<file path="src/rtl/pinaipple_bus_pkg.sv">
// Shared types, target encoding and default address map
// for the pinaipple bus interconnect.
package pinaipple_bus_pkg;

  typedef enum logic [2:0] {
    HOST_0, HOST_1, HOST_2, HOST_3,
    HOST_4, HOST_5, HOST_6, HOST_7
  } bus_host_e;

  typedef enum logic [3:0] {
    DEV_RAM, DEV_GPIO, DEV_UART, DEV_TIMER
  } bus_device_e;

  // Targets 0..15 are devices; 16 marks an unmapped address.
  localparam int TGT_W = 5;
  localparam logic [TGT_W-1:0] TGT_ERR = 5'd16;

  localparam logic [3:0][31:0] DEF_DEV_BASE = {
    32'h8000_2000, 32'h8000_1000, 32'h8000_0000, 32'h0010_0000
  };
  localparam logic [3:0][31:0] DEF_DEV_MASK = {
    32'hFFFF_F000, 32'hFFFF_F000, 32'hFFFF_F000, 32'hFFFF_0000
  };

  function automatic int idx_w(input int n);
    return (n > 1) ? $clog2(n) : 1;
  endfunction

endpackage

</file>
<file path="src/rtl/pinaipple_bus_idfifo.sv">
// Per-device FIFO of host IDs awaiting a response,
// oldest at the head.
module pinaipple_bus_idfifo
  import pinaipple_bus_pkg::*;
#(
  parameter int Depth = 2,
  parameter int Width = 1
) (
  input  logic             clk_i,
  input  logic             rst_i,
  input  logic             push_i,
  input  logic [Width-1:0] din_i,
  input  logic             pop_i,
  output logic [Width-1:0] dout_o,
  output logic             full_o,
  output logic             empty_o
);

  localparam int PW = idx_w(Depth);
  localparam int CW = $clog2(Depth + 1);

  logic [Width-1:0] r_mem [2**PW];
  logic [PW-1:0]    r_wptr;
  logic [PW-1:0]    r_rptr;
  logic [CW-1:0]    r_cnt;
  logic             w_push;
  logic             w_pop;

  function automatic logic [PW-1:0] nxt(input logic [PW-1:0] p);
    return (p == PW'(Depth - 1)) ? '0 : p + PW'(1);
  endfunction

  assign full_o  = (r_cnt == CW'(Depth));
  assign empty_o = (r_cnt == '0);
  assign w_push  = push_i && !full_o;
  assign w_pop   = pop_i && !empty_o;
  assign dout_o  = r_mem[r_rptr];

  always_ff @(posedge clk_i or posedge rst_i) begin
    if (rst_i) begin
      r_wptr <= '0;
      r_rptr <= '0;
      r_cnt  <= '0;
    end else begin
      if (w_push) r_wptr <= nxt(r_wptr);
      if (w_pop) r_rptr <= nxt(r_rptr);
      if (w_push && !w_pop) r_cnt <= r_cnt + CW'(1);
      else if (w_pop && !w_push) r_cnt <= r_cnt - CW'(1);
    end
  end

  always_ff @(posedge clk_i) begin
    if (w_push) r_mem[r_wptr] <= din_i;
  end

endmodule

</file>
<file path="src/rtl/pinaipple_bus.sv">
// Multi-host / multi-device bus: address decode, per-device
// round-robin arbitration and in-order response routing.
module pinaipple_bus
  import pinaipple_bus_pkg::*;
#(
  parameter int NumHosts   = 2,
  parameter int NumDevices = 4,
  parameter int AddrWidth  = 32,
  parameter int DataWidth  = 32,
  parameter int MaxOutst   = 2,
  parameter logic [NumDevices-1:0][AddrWidth-1:0] DevBase = DEF_DEV_BASE,
  parameter logic [NumDevices-1:0][AddrWidth-1:0] DevMask = DEF_DEV_MASK
) (
  input  logic                   clk_i,
  input  logic                   rst_i,
  input  logic [NumHosts-1:0]    host_req_i,
  input  logic [NumHosts-1:0]    host_we_i,
  input  logic [AddrWidth-1:0]   host_addr_i  [NumHosts],
  input  logic [DataWidth/8-1:0] host_be_i    [NumHosts],
  input  logic [DataWidth-1:0]   host_wdata_i [NumHosts],
  output logic [NumHosts-1:0]    host_gnt_o,
  output logic [NumHosts-1:0]    host_rvalid_o,
  output logic [NumHosts-1:0]    host_err_o,
  output logic [DataWidth-1:0]   host_rdata_o [NumHosts],
  output logic [NumDevices-1:0]  dev_req_o,
  output logic [NumDevices-1:0]  dev_we_o,
  output logic [AddrWidth-1:0]   dev_addr_o  [NumDevices],
  output logic [DataWidth/8-1:0] dev_be_o    [NumDevices],
  output logic [DataWidth-1:0]   dev_wdata_o [NumDevices],
  input  logic [NumDevices-1:0]  dev_gnt_i,
  input  logic [NumDevices-1:0]  dev_rvalid_i,
  input  logic [NumDevices-1:0]  dev_err_i,
  input  logic [DataWidth-1:0]   dev_rdata_i [NumDevices]
);

  localparam int HW = idx_w(NumHosts);
  localparam int CW = $clog2(MaxOutst + 1);

  logic [TGT_W-1:0]     w_tgt  [NumHosts];
  logic [TGT_W-1:0]     r_last [NumHosts];
  logic [CW-1:0]        r_cnt  [NumHosts];
  logic [NumHosts-1:0]  w_elig;
  logic [NumHosts-1:0]  w_err_gnt;
  logic [NumHosts-1:0]  r_err_pend;
  logic [HW-1:0]        r_ptr  [NumDevices];
  logic [HW-1:0]        w_win  [NumDevices];
  logic [HW-1:0]        w_head [NumDevices];
  logic [NumDevices-1:0] w_full;
  logic [NumDevices-1:0] w_empty;
  logic [NumDevices-1:0] w_hs;
  logic [NumDevices-1:0] w_dresp;

  // A host may only stream to the target it already waits on.
  always_comb begin
    for (int h = 0; h < NumHosts; h++) begin
      w_tgt[h] = TGT_ERR;
      for (int d = NumDevices - 1; d >= 0; d--) begin
        if ((host_addr_i[h] & DevMask[d]) == DevBase[d])
          w_tgt[h] = TGT_W'(d);
      end
      w_elig[h] = !rst_i && host_req_i[h] &&
                  ((r_cnt[h] == '0) ||
                   (w_tgt[h] == r_last[h] &&
                    r_cnt[h] < CW'(MaxOutst)));
      w_err_gnt[h] = w_elig[h] && (w_tgt[h] == TGT_ERR);
    end
  end

  always_comb begin
    int   idx;
    logic found;
    idx       = 0;
    found     = 1'b0;
    dev_req_o = '0;
    dev_we_o  = '0;
    for (int d = 0; d < NumDevices; d++) begin
      w_win[d]       = '0;
      dev_addr_o[d]  = '0;
      dev_be_o[d]    = '0;
      dev_wdata_o[d] = '0;
      found          = 1'b0;
      for (int k = 0; k < NumHosts; k++) begin
        idx = int'(r_ptr[d]) + k;
        if (idx >= NumHosts) idx = idx - NumHosts;
        if (!found && !w_full[d] && w_elig[idx] &&
            w_tgt[idx] == TGT_W'(d)) begin
          found    = 1'b1;
          w_win[d] = HW'(idx);
        end
      end
      dev_req_o[d] = found;
      if (found) begin
        dev_we_o[d]    = host_we_i[w_win[d]];
        dev_addr_o[d]  = host_addr_i[w_win[d]] & ~DevMask[d];
        dev_be_o[d]    = host_be_i[w_win[d]];
        dev_wdata_o[d] = host_wdata_i[w_win[d]];
      end
    end
  end

  assign w_hs    = dev_req_o & dev_gnt_i;
  assign w_dresp = dev_rvalid_i & ~w_empty & {NumDevices{!rst_i}};

  always_comb begin
    host_gnt_o    = w_err_gnt;
    host_rvalid_o = '0;
    host_err_o    = '0;
    for (int h = 0; h < NumHosts; h++) host_rdata_o[h] = '0;
    for (int d = 0; d < NumDevices; d++) begin
      if (w_hs[d]) host_gnt_o[w_win[d]] = 1'b1;
      if (w_dresp[d]) begin
        host_rvalid_o[w_head[d]] = 1'b1;
        host_err_o[w_head[d]]    = dev_err_i[d];
        host_rdata_o[w_head[d]]  = dev_rdata_i[d];
      end
    end
    for (int h = 0; h < NumHosts; h++) begin
      if (r_err_pend[h]) begin
        host_rvalid_o[h] = 1'b1;
        host_err_o[h]    = 1'b1;
      end
    end
  end

  always_ff @(posedge clk_i or posedge rst_i) begin
    if (rst_i) begin
      r_err_pend <= '0;
      for (int h = 0; h < NumHosts; h++) begin
        r_cnt[h]  <= '0;
        r_last[h] <= TGT_ERR;
      end
      for (int d = 0; d < NumDevices; d++) r_ptr[d] <= '0;
    end else begin
      r_err_pend <= w_err_gnt;
      for (int h = 0; h < NumHosts; h++) begin
        if (host_gnt_o[h]) r_last[h] <= w_tgt[h];
        if (host_gnt_o[h] && !host_rvalid_o[h])
          r_cnt[h] <= r_cnt[h] + CW'(1);
        else if (!host_gnt_o[h] && host_rvalid_o[h])
          r_cnt[h] <= r_cnt[h] - CW'(1);
      end
      for (int d = 0; d < NumDevices; d++) begin
        if (w_hs[d])
          r_ptr[d] <= (w_win[d] == HW'(NumHosts - 1)) ?
                      '0 : w_win[d] + HW'(1);
      end
    end
  end

  for (genvar d = 0; d < NumDevices; d++) begin : g_fifo
    pinaipple_bus_idfifo #(
      .Depth (MaxOutst),
      .Width (HW)
    ) u_fifo (
      .clk_i   (clk_i),
      .rst_i   (rst_i),
      .push_i  (w_hs[d]),
      .din_i   (w_win[d]),
      .pop_i   (w_dresp[d]),
      .dout_o  (w_head[d]),
      .full_o  (w_full[d]),
      .empty_o (w_empty[d])
    );
  end

  always @(posedge clk_i) begin
    for (int d = 0; d < NumDevices; d++) begin
      if (!rst_i && dev_rvalid_i[d])
        assert (!w_empty[d])
        else $warning("pinaipple_bus: dev %0d rvalid with no id", d);
    end
  end

endmodule

</file>
<file path="config.mk">
export PLATFORM = sky130hd
export DESIGN_NAME = pinaipple_bus
export DESIGN_NICKNAME = d
export VERILOG_FILES = /design/src/rtl/pinaipple_bus_pkg.sv /design/src/rtl/pinaipple_bus_idfifo.sv /design/src/rtl/pinaipple_bus.sv
export SDC_FILE = /design/constraint.sdc
export NUM_CORES = 1
export LEC_CHECK = 0
export CAP_MARGIN = 20
export CELL_PAD_IN_SITES_DETAIL_PLACEMENT = 1
export CELL_PAD_IN_SITES_GLOBAL_PLACEMENT = 1
export CORE_AREA = 2 2 247 249
export DETAILED_ROUTE_END_ITERATION = 8
export DIE_AREA = 0 0 249 251
export PLACE_DENSITY_LB_ADDON = 0.1
export RECOVER_POWER = 100
export SETUP_SLACK_MARGIN = 0.1
export SLEW_MARGIN = 20
export SYNTH_ARGS = -nofsm -noshare
export SYNTH_HDL_FRONTEND = slang
export SYNTH_HIERARCHICAL = 1
export SYNTH_SLANG_ARGS = --single-unit
</file>
<file path="constraint.sdc">
create_clock -name clk_i -period 11.3 [get_ports clk_i]
set_input_delay 3.39 -clock clk_i [delete_from_list [all_inputs] [get_ports clk_i]]
set_output_delay 3.39 -clock clk_i [all_outputs]
set_load 0.005 [all_outputs]
</file>
Word-level counts from Yosys, hierarchy flattened
Memory sizes are Yosys's and may differ from the RTL's.
Cells that the tools add are included.

operators by class
  add/sub/neg operators = 36
  magnitude comparators = 54
  eq/ne operators = 22
  muxes and demuxes = 222
  bitwise gates (word level) = 29
  reduce and logical (&&, ||, !) cells = 101

operator list
  cell                                                                            count
  32-bit 2-to-1 mux                                                               28
  32-bit by 2-bit >= comparator with 1-bit output (second input constant)         8
  32-bit by 3-bit less-than comparator with 1-bit output (second input constant)  8
  64-bit 2-to-1 mux                                                               4
  32-bit inverter                                                                 8
  64-bit bitwise mux                                                              3
  5-bit 2-to-1 mux                                                                32
  12-bit 2-to-1 mux                                                               12
  32-bit demux with 1-bit select                                                  4
  20-bit equality test (second input constant)                                    6
  1-bit 2-to-1 mux                                                                84
  64-bit AND                                                                      1
  16-bit 2-to-1 mux                                                               4
  4-bit 2-to-1 mux                                                                16
  1-bit logical AND                                                               60
  2-bit 2-to-1 mux                                                                24
  16-bit by 5-bit equality test with 1-bit output (second input constant)         2
  1-bit zero test                                                                 25
  2-bit >= comparator (second input constant)                                     12
  5-bit by 2-bit equality test with 1-bit output (second input constant)          4
  1-bit by 2-bit less-than comparator with 1-bit output (second input constant)   8
  1-bit inverter with 2-bit output                                                8
  2-bit OR                                                                        7
  1-bit adder (second input constant)                                             12
  22 further kinds                                                                84

storage, ports and cells
  register bits = 36
  bits in writable memories = 8
  input port bits = 282
  output and inout port bits = 350
  memories = 4

memory list
  memory                  depth  bits a word  read ports  clocked after Yosys merged registers in  wr ports  line                        text
  g_fifo[0].u_fifo.r_mem  2      1            1           0                                        1         pinaipple_bus_idfifo.sv:22  logic [Width-1:0] r_mem [2**PW];
  g_fifo[1].u_fifo.r_mem  2      1            1           0                                        1         pinaipple_bus_idfifo.sv:22
  g_fifo[2].u_fifo.r_mem  2      1            1           0                                        1         pinaipple_bus_idfifo.sv:22
  g_fifo[3].u_fifo.r_mem  2      1            1           0                                        1         pinaipple_bus_idfifo.sv:22

Longest topological paths before layout
Gate-level depths: netlist of run 1.

  depth in word-level cells = 36
  depth in mapped cells = 18
  mapped depth without buffers = 14

By module
Netlist of run 1, hierarchy kept.

modules (own cells, without submodules)
  module                instances  cells each  area each (um^2)
  pinaipple_bus         1          1336        6937.9
  pinaipple_bus_idfifo  4          23          271.5

Worst setup path before layout of run 1
Ideal clock, no wire load.

  path type = in2out
  start = input port host_addr_i[20] (netlist name)
  end = output port dev_wdata_o[85] (netlist name)
  arrival = 6.161 ns
  data required time = 7.910 ns
  setup slack = 1.749 ns
  cell stages on the path = 11
  path buffers = 3
  path through = nor4b_1 a31oi_1 or4b_1 and3_4 or4_4 or3_1 clkbuf_1 buf_2 buf_2 nand2_1 a21oi_1

RTL lines
  item             line                 text
  start, declared  pinaipple_bus.sv:18  input logic [AddrWidth-1:0] host_addr_i [NumHosts],
  end, declared    pinaipple_bus.sv:29  output logic [DataWidth-1:0] dev_wdata_o [NumDevices],

==> flow_metrics.env, run 1 <==
export IMPL_postRouteAntennaNets=0
export IMPL_cts_tree="yes"
export IMPL_gp_congestion=0.8188
export IMPL_setup_tns_ps=0
export IMPL_finalMaxSlewViolations=0
export IMPL_muxShareOfSynthArea=0.008264
export IMPL_viasPerCell=4.396
export IMPL_arrival_ps=7650
export IMPL_ys_seq_area_frac=0.1300
export IMPL_cts_buffers=5
export IMPL_cts_sinks=40
export IMPL_cts_hold_buffers_added=0
export IMPL_grt_total_usage=0.1826
export IMPL_grt_first_pass_wirelength_mm=87.17
export IMPL_grt_max_degree=68
export IMPL_fmax_mhz=90.56
export IMPL_coreArea_um2=59790
export IMPL_synthSimpleGateAreaFrac=0.3563
export IMPL_drt_pass1_iter_count=5
export IMPL_overflow=0
export IMPL_setup_viol=0
export IMPL_dp_cells=2712
export IMPL_synth_warnings=6
export IMPL_num_vias=11990
export IMPL_clk_latency_ps=300
export IMPL_postCtsSetupBuffers=0
export IMPL_synth_compound_area_frac=0.3164
export IMPL_synth_xor_area_share=0.03056
export IMPL_finalHoldViolCount=0
export IMPL_wl_per_cell_um=21.75
export IMPL_synth_adder_area_share=0.009356
export IMPL_r2r_slack_ps=7690
export IMPL_avgSynthCellArea_um2=5.619
export IMPL_hpwlAfterDp_mm=46.28
export IMPL_worst_pin_slew_ps=1368
export IMPL_reg2reg_from="r_last[4]$_DFFE_PP1P_"
export IMPL_power_density_nw_per_um2=39.71
export IMPL_initial_utilization=0.1342
export IMPL_layout_common_cells="nand2_1, clkdlybuf4s50_1, dlygate4sd3_1, a21oi_1, o21ai_0"
export IMPL_min_path_type="reg -> reg"
export IMPL_period_needed_ps=11040
export IMPL_fillers=7402
export IMPL_antenna_found_initial=12
export IMPL_synth_seq_cells=40
export IMPL_port_buffers=555
export IMPL_status="complete, no violations"
export IMPL_synth_area_um2=8024
export IMPL_grt_pass1_vias=12650
export IMPL_die_y_um=251
export IMPL_maxCapViolCount=0
export IMPL_drt_wl_total_mm=59.31
export IMPL_leakagePower_nw=6.670
export IMPL_final_common_cell="nand2_1"
export IMPL_drc=0
export IMPL_synth_top_family_by_area="simple AND/OR/NAND/NOR gates"
export IMPL_total_power_w=0.0005781
export IMPL_async_flop_share=0.8000
export IMPL_path_clk_slew_ps=60
export IMPL_ys_flop_type="dfrtp_1"
export IMPL_r2r_cells=13
export IMPL_skew_ps=6.503
export IMPL_cts_root_buffer="clkbuf_16"
export IMPL_fin_crit_sh=0.9772
export IMPL_rsz0062_at_grt="false"
export IMPL_slew_headroom=0.08826
export IMPL_synthCells=1428
export IMPL_crit_path_end_kind="output pin"
export IMPL_fin_nets=2225
export IMPL_num_io_pins=632
export IMPL_cp_max_fo=53
export IMPL_startpoint="host_addr_i[15]"
export IMPL_drive_gt1_frac=0.05005
export IMPL_dieArea_um2=62500
export IMPL_worstSetupPathType="in -> out"
export IMPL_die_x_um=249
export IMPL_final_cells=2727
export IMPL_synth_edff_count=8
export IMPL_worst_r2r_endpoint="g_fifo[2].u_fifo/r_cnt[1]$_DFFE_PP0P_"
export IMPL_drt_iter0_drc=445
export IMPL_area_delta_synth_final_pct=81.43
export IMPL_crit_required_ps=7910
export IMPL_peakVddDrop_v=0.00004343
export IMPL_crit_end="dev_wdata_o[105]"
export IMPL_cts_buffer_depth=2
export IMPL_cts_max_level=2
export IMPL_synth_cell_types=70
export IMPL_rows=90
export IMPL_critPathLaunchType="input port"
==> per-stage QoR <==
stage | hold WS, ps | worst slack (ps) | instance area, um2 | util
global placement | 465.2 | 103.8 | 14390 | 0.2407
finish | 473.6 | 257.6 | 14560 | 0.2435
floorplan | 442.7 | 1749 | 8305 | -
detailed placement | 468.0 | 40.49 | 14390 | 0.2407
global route | 490.7 | 63.81 | 14560 | 0.2435
CTS | 480.3 | 109.1 | 14570 | 0.2437
==> where the power goes <==
group	leakage, nW	switching (W)	internal, W	total, W
Sequential	0.514	0.0000110	0.000159	0.000170
Combinational	6.08	0.000108	0.000130	0.000238
Clock	0.0805	0.0000645	0.000105	0.000170
Total	6.67	0.000184	0.000394	0.000578
==> state kept, by name, summed over array words and instances (netlist names) <==
name	cells
g_fifo.u_fifo/r_cnt	8
g_fifo.u_fifo/r_mem	8
g_fifo.u_fifo/r_wptr	4
r_ptr	4
g_fifo.u_fifo/r_rptr	4
r_err_pend	2
r_last	6
r_cnt	4
==> layer usage <==
metal	vias up	wire, um	track usage
li1	5731	-	-
met5	-	59	0
met2	413	28250	0.3110
met1	5786	24530	0.2200
met4	10	986	0.03532
met3	48	5475	0.06751
==> Yosys cell counts (6+ instances only) <==
library cell / number / share of area
nand2_1: 553 / 0.26
a21oi_1: 203 / 0.13
o21ai_0: 134 / 0.084
buf_4: 78 / 0.073
clkbuf_1: 76 / 0.036
a22oi_1: 65 / 0.061
nor2_1: 35 / 0.016
dfrtp_1: 30 / 0.094
inv_1: 30 / 0.014
nor4_1: 18 / 0.014
xnor2_1: 17 / 0.019
buf_2: 16 / 0.010
nand2b_1: 13 / 0.010
buf_1: 11 / 0.0051
xor2_1: 11 / 0.012
or3_1: 10 / 0.0078
edfxtp_1: 8 / 0.030
and3_1: 7 / 0.0055
buf_6: 7 / 0.0098
a31oi_1: 6 / 0.0047
ha_1: 6 / 0.0094
or4_1: 6 / 0.0056
==> cells by family (layout without fill, tap and decap cells) <==
family | count (synthesis) | after routing
DFF | 40 | 40
muxes | 6 | 6
AOI/OAI and AO/OA | 448 | 448
adders and majority gates | 6 | 6
buffers and inverters | 219 | 654
and+or+nand+nor | 680 | 680
other | 1 | 83
xor gates and xnor gates | 28 | 28
==> worst max-delay path: stages <==
cell and delay [ps]:
clkdlybuf4s50_1 500, nor4b_2 290, buf_4 160, a31oi_1 90
or4b_1 520, and3_4 220, or3_4 440, or4_2 770
buf_4 330, nand2_1 170, a21oi_1 70, dlygate4sd3_1 610
==> worst min path at each step <==
stage | start | end | slack, ps | cells after the start
floorplan | r_cnt[1]$_DFFE_PP0P_ | r_cnt[1]$_DFFE_PP0P_ | 440 | 1
global placement | r_cnt[1]$_DFFE_PP0P_ | r_cnt[1]$_DFFE_PP0P_ | 470 | 1
detailed placement | r_cnt[1]$_DFFE_PP0P_ | r_cnt[1]$_DFFE_PP0P_ | 470 | 1
CTS | r_cnt[1]$_DFFE_PP0P_ | r_cnt[1]$_DFFE_PP0P_ | 480 | 1
global route | r_cnt[1]$_DFFE_PP0P_ | r_cnt[1]$_DFFE_PP0P_ | 490 | 1
finish | r_cnt[1]$_DFFE_PP0P_ | r_cnt[1]$_DFFE_PP0P_ | 470 | 1
==> final cells by class <==
class / instances / area, um2 / share of cell area
timing repair buffer: 615 / 6077 / 0.4174
clock buffer: 5 / 125.1 / 0.008595
antenna: 7 / 17.52 / 0.001203
clock inverter: 3 / 46.29 / 0.003180
tap: 782 / 978.4 / 0.06721
sequential: 40 / 1044 / 0.07168
inverter: 31 / 128.9 / 0.008853
multi-input combinational: 1244 / 6141 / 0.4218
==> timing repair <==
action                     in CTS  in global routing
pin swaps                       0                  0
resized for setup               2                  6
setup endpoints to repair      14                101
gates cloned                    0                  0
Note: power is estimated with default switching activity, not from simulation.
==> run 2, diff against run 1 <==
Settings changed: CELL_PAD_IN_SITES_DETAIL_PLACEMENT 1 to unset, CELL_PAD_IN_SITES_GLOBAL_PLACEMENT 1 to unset, CORE_AREA 2 2 247 249 to 2 2 244 246, DIE_AREA 0 0 249 251 to 0 0 246 248, PLACE_DENSITY_LB_ADDON 0.1 to unset.
==> run 2 against run 1 <==
- the flow now finishes with violations (max-capacitance violations, max-slew violations)
- critical path type unchanged
- worst hold slack got worse by 5.7 ps
- first-iteration DRC count rose by 96%
- count of clock-buffer cells in the layout grew 2
- non-clock buffer count up 38
- clock power about the same
- die area decreased by 2.4%
- highest routed layer is now met4
==> flow_metrics.env, run 2 (same netlist as run 1, synthesis figures left out) <==
export IMPL_status="complete, but fails checks"
export IMPL_r2r_cells=14
export IMPL_skew_ps=4.667
export IMPL_fin_crit_sh=0.9858
export IMPL_cts_sinks=40
export IMPL_preCtsSetupSlack_ps=-135.0
export IMPL_hold_worst_slack_ps=467.9
export IMPL_fmax_mhz=89.77
export IMPL_utilization=0.2534
export IMPL_worstSetupPathType="in -> out"
export IMPL_viasPerCell=4.496
export IMPL_arrival_ps=7750
export IMPL_wl_per_cell_um=21.61
export IMPL_cpPeakStageDelay_ps=940
export IMPL_power_density_nw_per_um2=39.39
export IMPL_setup_viol=0
export IMPL_grt_first_pass_wirelength_mm=82.16
export IMPL_path_clk_slew_ps=60
export IMPL_slew_headroom=-0.04071
export IMPL_cts_buffer_depth=2
export IMPL_min_path_cells=1
export IMPL_leakagePower_nw=6.723
export IMPL_overflow=0
export IMPL_drt_iter0_drc=873
export IMPL_finalMaxSlewViolations=50
export IMPL_cts_root_buffer="clkbuf_16"
export IMPL_layout_setup_ws_ps=160.9
export IMPL_layout_common_cells="nand2_1, clkdlybuf4s50_1, a21oi_1, dlygate4sd3_1, o21ai_0"
export IMPL_rows=89
export IMPL_grt_total_usage=0.1831
export IMPL_grt_max_degree=67
export IMPL_dieArea_um2=61010
export IMPL_gp_congestion=0.9128
export IMPL_fin_nets=2263
export IMPL_finalHoldViolCount=0
export IMPL_crit_required_ps=7910
export IMPL_hpwlAfterDp_mm=48.62
export IMPL_crit_chain="dlygate4sd3_1, clkbuf_1, nor3b_1, nand2b_1, nor2_2, clkbuf_1, a22oi_1, nand2_1, o21ai_0, o21ai_0, dlygate4sd3_1"
export IMPL_period_needed_ps=11140
export IMPL_cts_buffers=5
export IMPL_cts_max_level=2
export IMPL_crit_path_end_kind="output pin"
export IMPL_reg_largest_list="g_fifo.u_fifo/r_cnt (8), g_fifo.u_fifo/r_mem (8), r_last (6)"
export IMPL_peakVddDrop_v=0.00007822
export IMPL_final_common_cell="nand2_1"
export IMPL_cp_max_fo=23
export IMPL_port_buffers=555
export IMPL_rsz0062_at_grt="true"
export IMPL_drive_gt1_frac=0.06123
export IMPL_postRouteAntennaNets=0
export IMPL_cts_tree="yes"
export IMPL_drc=0
export IMPL_die_y_um=248
export IMPL_drt_wl_total_mm=59.59
export IMPL_drt_pass1_iter_count=5
export IMPL_violations="max-capacitance violations, max-slew violations"
export IMPL_coreArea_um2=58460
export IMPL_slowest_stage="nor2_2"
export IMPL_clk_latency_ps=280
export IMPL_postCtsSetupBuffers=0
export IMPL_maxCapViolCount=1
export IMPL_die_x_um=246
export IMPL_num_vias=12400
export IMPL_min_path_type="reg -> reg"
export IMPL_initial_utilization=0.1372
export IMPL_grt_pass1_vias=11430
export IMPL_antenna_found_initial=28
export IMPL_num_io_pins=632
export IMPL_worst_pin_slew_ps=1557
export IMPL_critPathLaunchType="input port"
export IMPL_area_delta_synth_final_pct=84.66
[run 2: cell types whose count changed in the layout (fill, tap and decap cells not counted), sizes merged, moves of 2 or more]
cell / previous run / this run
clkdlybuf4s50: 330 / 364
dlygate4sd3: 225 / 185
clkbuf: 15 / 30
dlymetal6s2s: 0 / 3
buf: 50 / 78
diode: 7 / 9
[run 2: repair_timing]
| action | in CTS | in global routing |
|---|---|---|
| resized for setup | 2 | 3 |
| hold buffers | 0 | 0 |
| endpoints found under the setup margin | 173 | 104 |
[run 2: path summary, 6_finish.rpt]
path | from | to | slack [ps]
max reg2reg | r_last[9]$_DFFE_PP1P_ | g_fifo[3].u_fifo/r_cnt[1]$_DFFE_PP0P_ | 7510
max | rst_i | host_rdata_o[45] | 160
max in group asynchronous | rst_i | r_last[0]$_DFFE_PP0P_ | 6650
min | r_cnt[1]$_DFFE_PP0P_ | r_cnt[1]$_DFFE_PP0P_ | 470
min in group asynchronous | rst_i | g_fifo[3].u_fifo/r_cnt[0]$_DFFE_PP0P_ | 3600
min reg2reg | r_cnt[1]$_DFFE_PP0P_ | r_cnt[1]$_DFFE_PP0P_ | 470
[run 2: power breakdown]
group,switching (W),internal [W],total (W)
Sequential,0.00000994,0.000159,0.000169
Clock,0.0000555,0.000116,0.000172
Combinational,0.000114,0.000129,0.000243
Total,0.000179,0.000404,0.000584
[run 2: cell type report]
class                           count  area, um2
Timing Repair Buffer              653       6354
Inverter                           31      121.4
Antenna cell                        9      22.52
Multi-Input combinational cell   1244       6126
Clock inverter                      1      30.03
Fill cell                        6623      43650
Tap cell                          773      967.2
Sequential cell                    40       1044
Clock buffer                        7      152.6
[run 2: critical path: cells and delay by family]
kind	cells	cell delay, ps
AO/OA/AOI/OAI	3	400
AND/OR/NAND/NOR	4	1640
buffers and inverters	4	2300
[run 2: metrics by stage]
| step | total power [W] | instances | instance area [um2] | TNS [ps] |
|---|---|---|---|---|
| floorplan | 0.0002616 | 1503 | 8305 | 0 |
| CTS | 0.0005933 | 2749 | 14910 | 0 |
| detailed placement | 0.0004185 | 2741 | 14720 | -6279 |
| finish | 0.0005837 | 2758 | 14820 | 0 |
| global placement | 0.0004181 | 2741 | 14720 | -11510 |
| global route | 0.0006130 | 2758 | 14820 | 0 |
[run 2: metal layers]
metal  up-vias  track usage  routed length [um]
li1       5805            -                   -
met1      5695       0.2122               22500
met2       786       0.3229               29060
met3       114      0.03839                5294
met4         0      0.08146                2732
met5         -            0                   0
